[src/rtl/mmu_ctrl.sv]
// mmu_ctrl: sequencer for the 2x2 systolic matrix unit.
// Loads the four weights from the two weight FIFOs with a staggered column-capture
// schedule, then streams a tile of activation vectors from the unified buffer with
// one-cycle row skew and flags each column's valid accumulator output.
// Build option: define MMU_CTRL_WEIGHT_REUSE_EN to honour reuse_w (skip LOAD).
module mmu_ctrl #(
  parameter int unsigned MAX_VEC = 255
) (
  input  logic       clk,
  input  logic       reset,
  input  logic       start,
  input  logic [7:0] num_vec,
  input  logic       reuse_w,
  output logic       busy,
  output logic       done,
  input  logic       wf0_empty,
  input  logic       wf1_empty,
  output logic       wf0_pop,
  output logic       wf1_pop,
  output logic       en_weight_pass,
  output logic       en_capture_col0,
  output logic       en_capture_col1,
  output logic       ub_rd_en0,
  output logic       ub_rd_en1,
  output logic [7:0] ub_addr0,
  output logic [7:0] ub_addr1,
  output logic       acc_valid0,
  output logic       acc_valid1,
  output logic [7:0] acc_idx0,
  output logic [7:0] acc_idx1
);

  localparam int unsigned VW = $clog2(MAX_VEC + 1);

  localparam logic [2:0] IDLE   = 3'd0;
  localparam logic [2:0] LOAD   = 3'd1;
  localparam logic [2:0] STREAM = 3'd2;
  localparam logic [2:0] DRAIN  = 3'd3;
  localparam logic [2:0] DONE   = 3'd4;

  logic [2:0]      state, state_nxt;
  logic [1:0]      step, step_nxt;
  logic [VW-1:0]   vec_cnt, vec_cnt_nxt;
  logic [VW-1:0]   nv, nv_nxt;
  logic [VW-1:0]   nv_clamped;
  logic            reuse_ok;
  logic            step_ok;

  // Read-strobe delay line: [0] = row-1 read, [2] = col-0 result, [3] = col-1 result.
  logic [3:0]      v_pipe;
  logic [3:0][7:0] a_pipe;

`ifdef MMU_CTRL_WEIGHT_REUSE_EN
  assign reuse_ok = reuse_w;
`else
  logic unused_reuse_w;
  assign unused_reuse_w = reuse_w;
  assign reuse_ok       = 1'b0;
`endif

  // Clamp the requested tile length to what the counter can hold.
  always_comb begin
    nv_clamped = VW'(num_vec);
    if (32'(num_vec) > MAX_VEC) nv_clamped = VW'(MAX_VEC);
  end

  // FIFO availability required by the current LOAD step.
  always_comb begin
    step_ok = 1'b0;
    case (step)
      2'd0:    step_ok = !wf0_empty;
      2'd1:    step_ok = !wf0_empty && !wf1_empty;
      2'd2:    step_ok = !wf1_empty;
      default: step_ok = 1'b0;
    endcase
  end

  // Next-state logic for the sequencer FSM and its counters.
  always_comb begin
    state_nxt   = state;
    step_nxt    = step;
    vec_cnt_nxt = vec_cnt;
    nv_nxt      = nv;
    case (state)
      IDLE: begin
        if (start) begin
          nv_nxt   = nv_clamped;
          step_nxt = 2'd0;
          if (reuse_ok) state_nxt = (nv_clamped == '0) ? DONE : STREAM;
          else          state_nxt = LOAD;
        end
      end
      LOAD: begin
        if (step_ok) begin
          if (step == 2'd2) begin
            step_nxt  = 2'd0;
            state_nxt = (nv == '0) ? DONE : STREAM;
          end else begin
            step_nxt = step + 2'd1;
          end
        end
      end
      STREAM: begin
        if (vec_cnt == nv - VW'(1)) begin
          vec_cnt_nxt = '0;
          state_nxt   = DRAIN;
        end else begin
          vec_cnt_nxt = vec_cnt + VW'(1);
        end
      end
      DRAIN: begin
        // Leave once the final col-1 result is out and nothing is behind it.
        if (v_pipe[3] && (v_pipe[2:0] == 3'b000)) state_nxt = DONE;
      end
      DONE:    state_nxt = IDLE;
      default: state_nxt = IDLE;
    endcase
  end

  // FSM state and counter registers.
  always_ff @(posedge clk) begin
    if (reset) begin
      state   <= IDLE;
      step    <= 2'd0;
      vec_cnt <= '0;
      nv      <= '0;
    end else begin
      state   <= state_nxt;
      step    <= step_nxt;
      vec_cnt <= vec_cnt_nxt;
      nv      <= nv_nxt;
    end
  end

  // Weight-load controls; all held low while a step stalls.
  always_comb begin
    wf0_pop         = 1'b0;
    wf1_pop         = 1'b0;
    en_weight_pass  = 1'b0;
    en_capture_col0 = 1'b0;
    en_capture_col1 = 1'b0;
    if (state == LOAD && step_ok) begin
      case (step)
        2'd0: begin
          wf0_pop        = 1'b1;
          en_weight_pass = 1'b1;
        end
        2'd1: begin
          wf0_pop         = 1'b1;
          wf1_pop         = 1'b1;
          en_weight_pass  = 1'b1;
          en_capture_col0 = 1'b1;
        end
        2'd2: begin
          wf1_pop         = 1'b1;
          en_weight_pass  = 1'b1;
          en_capture_col1 = 1'b1;
        end
        default: begin
          wf0_pop = 1'b0;
        end
      endcase
    end
  end

  assign busy      = (state != IDLE);
  assign done      = (state == DONE);
  assign ub_rd_en0 = (state == STREAM);
  assign ub_addr0  = ub_rd_en0 ? 8'(vec_cnt) : 8'd0;

  // Delay line on the row-0 read strobe; idle slots carry index 0.
  always_ff @(posedge clk) begin
    if (reset) begin
      v_pipe <= '0;
      a_pipe <= '0;
    end else begin
      v_pipe <= {v_pipe[2:0], ub_rd_en0};
      a_pipe <= {a_pipe[2:0], ub_addr0};
    end
  end

  assign ub_rd_en1  = v_pipe[0];
  assign ub_addr1   = a_pipe[0];
  assign acc_valid0 = v_pipe[2];
  assign acc_idx0   = a_pipe[2];
  assign acc_valid1 = v_pipe[3];
  assign acc_idx1   = a_pipe[3];

endmodule
[config.mk]
export PLATFORM = sky130hd
export DESIGN_NAME = mmu_ctrl
export DESIGN_NICKNAME = d
export VERILOG_FILES = /design/src/rtl/mmu_ctrl.sv
export SDC_FILE = /design/constraint.sdc
export NUM_CORES = 1
export LEC_CHECK = 0
export CAP_MARGIN = 20
export CORE_UTILIZATION = 54
export DETAILED_ROUTE_END_ITERATION = 16
export PLACE_DENSITY = 0.84
export SLEW_MARGIN = 20
export SYNTH_ARGS = -nofsm -noshare
export SYNTH_HDL_FRONTEND = slang
export SYNTH_SLANG_ARGS = --single-unit
[constraint.sdc]
create_clock -name clk -period 5.85 [get_ports clk]
set_input_delay 1.17 -clock clk [delete_from_list [all_inputs] [get_ports clk]]
set_output_delay 1.17 -clock clk [all_outputs]
set_load 0.02 [all_outputs]
After elaboration in Yosys (flattened, before gate mapping) --
Index checks and enable logic that the tools add are counted.
Storage, ports and cells: output and inout port bits 43, register bits 57, bits of input ports 14
Operators by class: reduce and logical (&&, ||, !) cells 17, muxes and demuxes 24, $add $sub $neg 3, eq/ne operators 12
Operators with widths (count):
- $mux 3 | 6
- $mux 8 | 2
- $pmux 3 s4 | 1
- $mux 1 | 10
- $add 8x1->8 const B | 1
- $eq 8x8->1 | 1
- $logic_not 8->1 | 1
- $ne 2x2->1 const B | 4
- $sub 8x1->8 const B | 1
- $eq 3x2->1 const B | 2
- $logic_not 3->1 | 2
- $mux 2 | 3
- $reduce_and 5->1 | 1
- $pmux 2 s2 | 1
- $reduce_or 2->1 | 2
- $eq 3x1->1 const B | 1
- $eq 3x3->1 const B | 1
- $logic_and 1x1->1 | 3
- $pmux 1 s3 | 1
- $reduce_and 3->1 | 1
- $reduce_bool 3->1 | 1
- $reduce_or 3->1 | 1
- $add 2x1->2 const B | 1
- $eq 2x1->1 const B | 1
- 6 further kinds | 7

Depth between registers and ports, before layout --
depth after elaboration 5, mapped depth 9, gate-level depth less buffers 8

Least setup slack after synthesis --
No wires, ideal clock.
kind input-to-output, start point in wf0_empty, end point out en_capture_col1, stages 4, data required time 4.680 ns, data arrival time 2.654 ns, slack 2.026 ns, cell sequence nand2b_1 -> a21o_1 -> a211oi_1 -> and2_1
Between the ends: word-level cells in the longest chain between the ends 5
RTL lines:
- start: declaration | line 16 | input logic wf0_empty,
- $logic_not 1->1 (*) | line 71, 72
- $logic_and 1x1->1 | line 72 | 2'd1: step_ok = !wf0_empty && !wf1_empty;
- $pmux 1 s3 (*) | line 70 | case (step)
- $logic_and 1x1->1 (*) | line 142 | if (state == LOAD && step_ok) begin
- $mux 1 (*) | line 142
- end: declaration | line 22 | output logic en_capture_col1,
Every way passes the cells marked *; elsewhere a longest branch is shown, timed or not.

Worst setup path after layout --
start point in wf0_empty, end point out en_capture_col0
Between the ends: word-level cells in the longest chain between the ends 5
RTL lines:
- $logic_not 1->1 (*) | line 71, 72
- $logic_and 1x1->1 | line 72
- $pmux 1 s3 (*) | line 70
- $logic_and 1x1->1 (*) | line 142
- $mux 1 (*) | line 142
- end: declaration | line 21 | output logic en_capture_col0,
Marks and branches as above.

==> results.tsv <==
stage	metric	value	unit
run_status	outcome	complete, no violations	
floorplanning	initial core utilization	57.09	%
placement	input/output buffers	55	
worst_hold_path	HP Class	flop to flop	
clock_tree	Post-CTS Setup Bufs	0	
finish	number of fill cells	339	
floorplanning	io pins	57	
floorplanning	core region area	4414	um2
clock_tree	Worst-Skew Late Latency	0.33	ns
critical_path	Worst Setup SP	wf0_empty	
critical_path	Worst Path Max Fanout	8	
floorplanning	Die Wd	70.31	um
routing	DR vias	1838	
critical_path	CP dominant cell by count	clkdlybuf4s50_1	
routing	Via density	5.106	
timing	Tcrit/Tclk final	77.11	%
critical_path	CP endpoint	en_capture_col0	
yosys	Most used DFF post-synth	dfxtp_1	
power	VDD IR max	0.2293	mV
grt	GRT Residual Overflow	0	
routing	DRT Wirelength	4514	um
timing	Worst Clk Skew	0.007683	ns
clock_tree	TritonCTS clock tree	yes	
timing	Slew @ Worst Pin	0.8376	ns
grt	first-pass GRT wire length	7514	um
clock_tree	CTS clk-pin slew, worst paths	0.07	ns
critical_path	reg2reg start	nv[0]	
critical_path	max incr delay on CP	0.61	ns
timing	Final Hold Viols	0	
critical_path	CP Class	primary input to primary output	
clock_tree	clock sinks	57	
worst_hold_path	hold-critical path depth	1	
finish	Finished Core Util	71.15	%
floorplanning	die height	70.31	um
grt	initial antenna violation count	0	
timing	Slew Viols, Final	0	
yosys	Post-synth ARST share	0	%
clock_tree	CTS resizes	0	
timing	Total Neg Setup Slack	0	ns
routing	wire per inst	12.54	um
critical_path	Critical Path Sink Type	primary output	
timing	post-route minimum period	4.511	ns
yosys	Gate Count Post-Synth	272	
clock_tree	Clock Tree Root	clkbuf_8	
timing	final setup vio count	0	
power	Leakage	0.001246	uW
critical_path	Crit path arrival time	3.34	ns
yosys	EDFF count, synth	0	
routing	DR pass1 iterations	4	
grt	Total GRT Usage	19.62	%
yosys	Seq/Total Area, Yosys	45.28	%
yosys	syn nets	293	
power	P per Cell Area	348.4	nW/um2
grt	vias in the first global route	1668	
routing	post-route DRC violation count	0	
placement	hpwl dp	3054	um
clock_tree	CTS H-tree lvls	3	
critical_path	worst path cell trace	clkdlybuf4s50_1 -> nand2b_1 -> a21o_1 -> a211oi_1 -> nand2_1 -> inv_1 -> clkdlybuf4s50_1	
timing	achievable clock frequency	0.2217	GHz
floorplanning	num rows	24	
finish	share of cells above drive strength 1	8.766	%
finish	Antenna Cells	0	
critical_path	Register-to-Register Path Depth	8	
routing	1st-iter DRT viols	79	
placement	RD Place Congestion	0.8297	
timing	RSZ-0062 raised after global routing	false	
critical_path	reg2reg end	state[1]	
critical_path	Crit-path slowest cell	a211oi_1	
yosys	Post-Syn Area	2520	um2
finish	Area growth syn-to-layout	24.63	%
clock_tree	maximum root-to-sink buffer count	2	
timing	relative slew slack	43.99	%
clock_tree	TritonCTS Buffers	9	
routing	ANT nets after route	0	
finish	post-layout net count	324	
yosys	Synth Area per Inst	9.264	um2
grt	pin count of the biggest net entering global routing	26	
critical_path	R2R Setup Slk	3.50	ns
floorplanning	Die ar.	4944	um2
run	Max-Cap Viols	0	
critical_path	critical path startpoint category	primary input	
yosys	Distinct cells, synth	45	
critical_path	Req. time, crit path	4.68	ns
clock_tree	hold_buf cts	0	
yosys	#FFs+latches synth	57	
yosys	Yosys warning count	0	
[worst min path at each step]
| stage | from | end | slack (ns) |
|---|---|---|---|
| after floorplan | a_pipe[8] | acc_idx0[0] | 0.41 |
| after global placement | a_pipe[15] | acc_idx0[7] | 0.42 |
| after detailed placement | a_pipe[13] | acc_idx0[5] | 0.42 |
| after CTS | a_pipe[13] | acc_idx0[5] | 0.43 |
| after global routing | a_pipe[13] | acc_idx0[5] | 0.46 |
| final | a_pipe[13] | acc_idx0[5] | 0.43 |
[metrics by stage]
stage | setup slack [ns] | total power, uW | std cells | instance area (um2) | hold slack (ns)
after floorplan | 2.026 | 628.0 | 272 | 2520 | 0.4138
after global placement | 1.372 | 681.7 | 344 | 2913 | 0.4168
after detailed placement | 1.348 | 689.6 | 344 | 2913 | 0.4220
after CTS | 1.339 | 1099 | 360 | 3141 | 0.4335
after global routing | 1.157 | 1156 | 360 | 3141 | 0.4562
final | 1.339 | 1094 | 360 | 3141 | 0.4291
[layout by cell type (no fill, tap or decap), types with 2 or more instances in the layout]
cell and count:
dfxtp_1 57, clkdlybuf4s50_1 55, nor2b_1 28, nand2_1 25, and2_1 17, a21oi_1 14
xor2_1 12, nor2_1 11, clkbuf_8 10, inv_1 9, nor3_1 7, ha_1 7
xnor2_1 5, nand2b_1 4, a211oi_1 3, nand3_1 3, or3_1 3, nor3b_1 2
and3_2 2, nand3b_1 2, and3_1 2, nand4_1 2, bufinv_16 2
[cell families (layout without fill, tap and decap cells)]
family	Yosys count	in the layout	synth area share (%)
buffers and inverters	45	81	10.48
flip-flops	57	57	45.28
adder cells (fa/ha/maj)	7	7	3.476
XOR/XNOR	17	17	5.909
AO/OA/AOI/OAI	28	28	7.101
multiplexers	2	2	0.8441
AND/OR/NAND/NOR	116	116	26.91
[per-layer routing]
| metal | part of all wire (%) | GRT usage (%) | vias up | wire (um) |
|---|---|---|---|---|
| met4 | 2.0 | 9.556 | 0 | 90 |
| met1 | 46 | 23.55 | 851 | 2064 |
| li1 | - | - | 931 | - |
| met2 | 48 | 31.22 | 47 | 2177 |
| met3 | 4.0 | 6.638 | 9 | 181 |
| met5 | 0 | 0 | - | 0 |
[sequential cells by signal, summed over array words and instances (netlist names)]
signal	cells
v_pipe	4
step	2
vec_cnt	8
acc_idx0	8
a_pipe	8
nv	8
ub_addr1	8
state	3
acc_idx1	8
[final cells by class]
type	instances	area, um2	area share (%)
sequential	57	1141	36.33
multi-input combinational	170	1115	35.50
timing repair buffer	56	558.0	17.77
clock buffer	10	137.6	4.382
clock inverter	6	90.09	2.869
tap	52	65.06	2.072
inverter	9	33.78	1.076
[where the power goes]
| group | total, uW | internal (uW) | switching [uW] |
|---|---|---|---|
| registers | 445 | 409 | 36.2 |
| clock network | 409 | 253 | 157 |
| logic | 240 | 110 | 130 |
[synth_stat cells (all sizes together) (2+ instances only)]
cell,count,share of area [%]
and3,4,1.1
or3,3,0.74
nand2b,4,0.99
nor2,11,1.6
nand2,25,3.7
nor3,7,1.4
nand4,2,0.50
buf,27,7.8
clkbuf,9,1.3
a211oi,3,0.89
nor4,3,1.6
a21o,2,0.65
inv,9,1.3
o22ai,2,0.74
xor2,12,4.2
dfxtp,57,45
ha,7,3.5
nand3b,2,0.60
nand3,3,0.60
xnor2,5,1.7
nor4b,2,1.3
and2,17,4.2
nor3b,2,0.60
a21oi,14,2.8
nor2b,28,7.0
[worst max-delay path: cells and delay by family]
family / cells / cell delay (ns)
compound gates: 2 / 0.80
simple gates: 2 / 0.29
buf+inv: 3 / 1.08
Power figures use the tool's default switching activity.
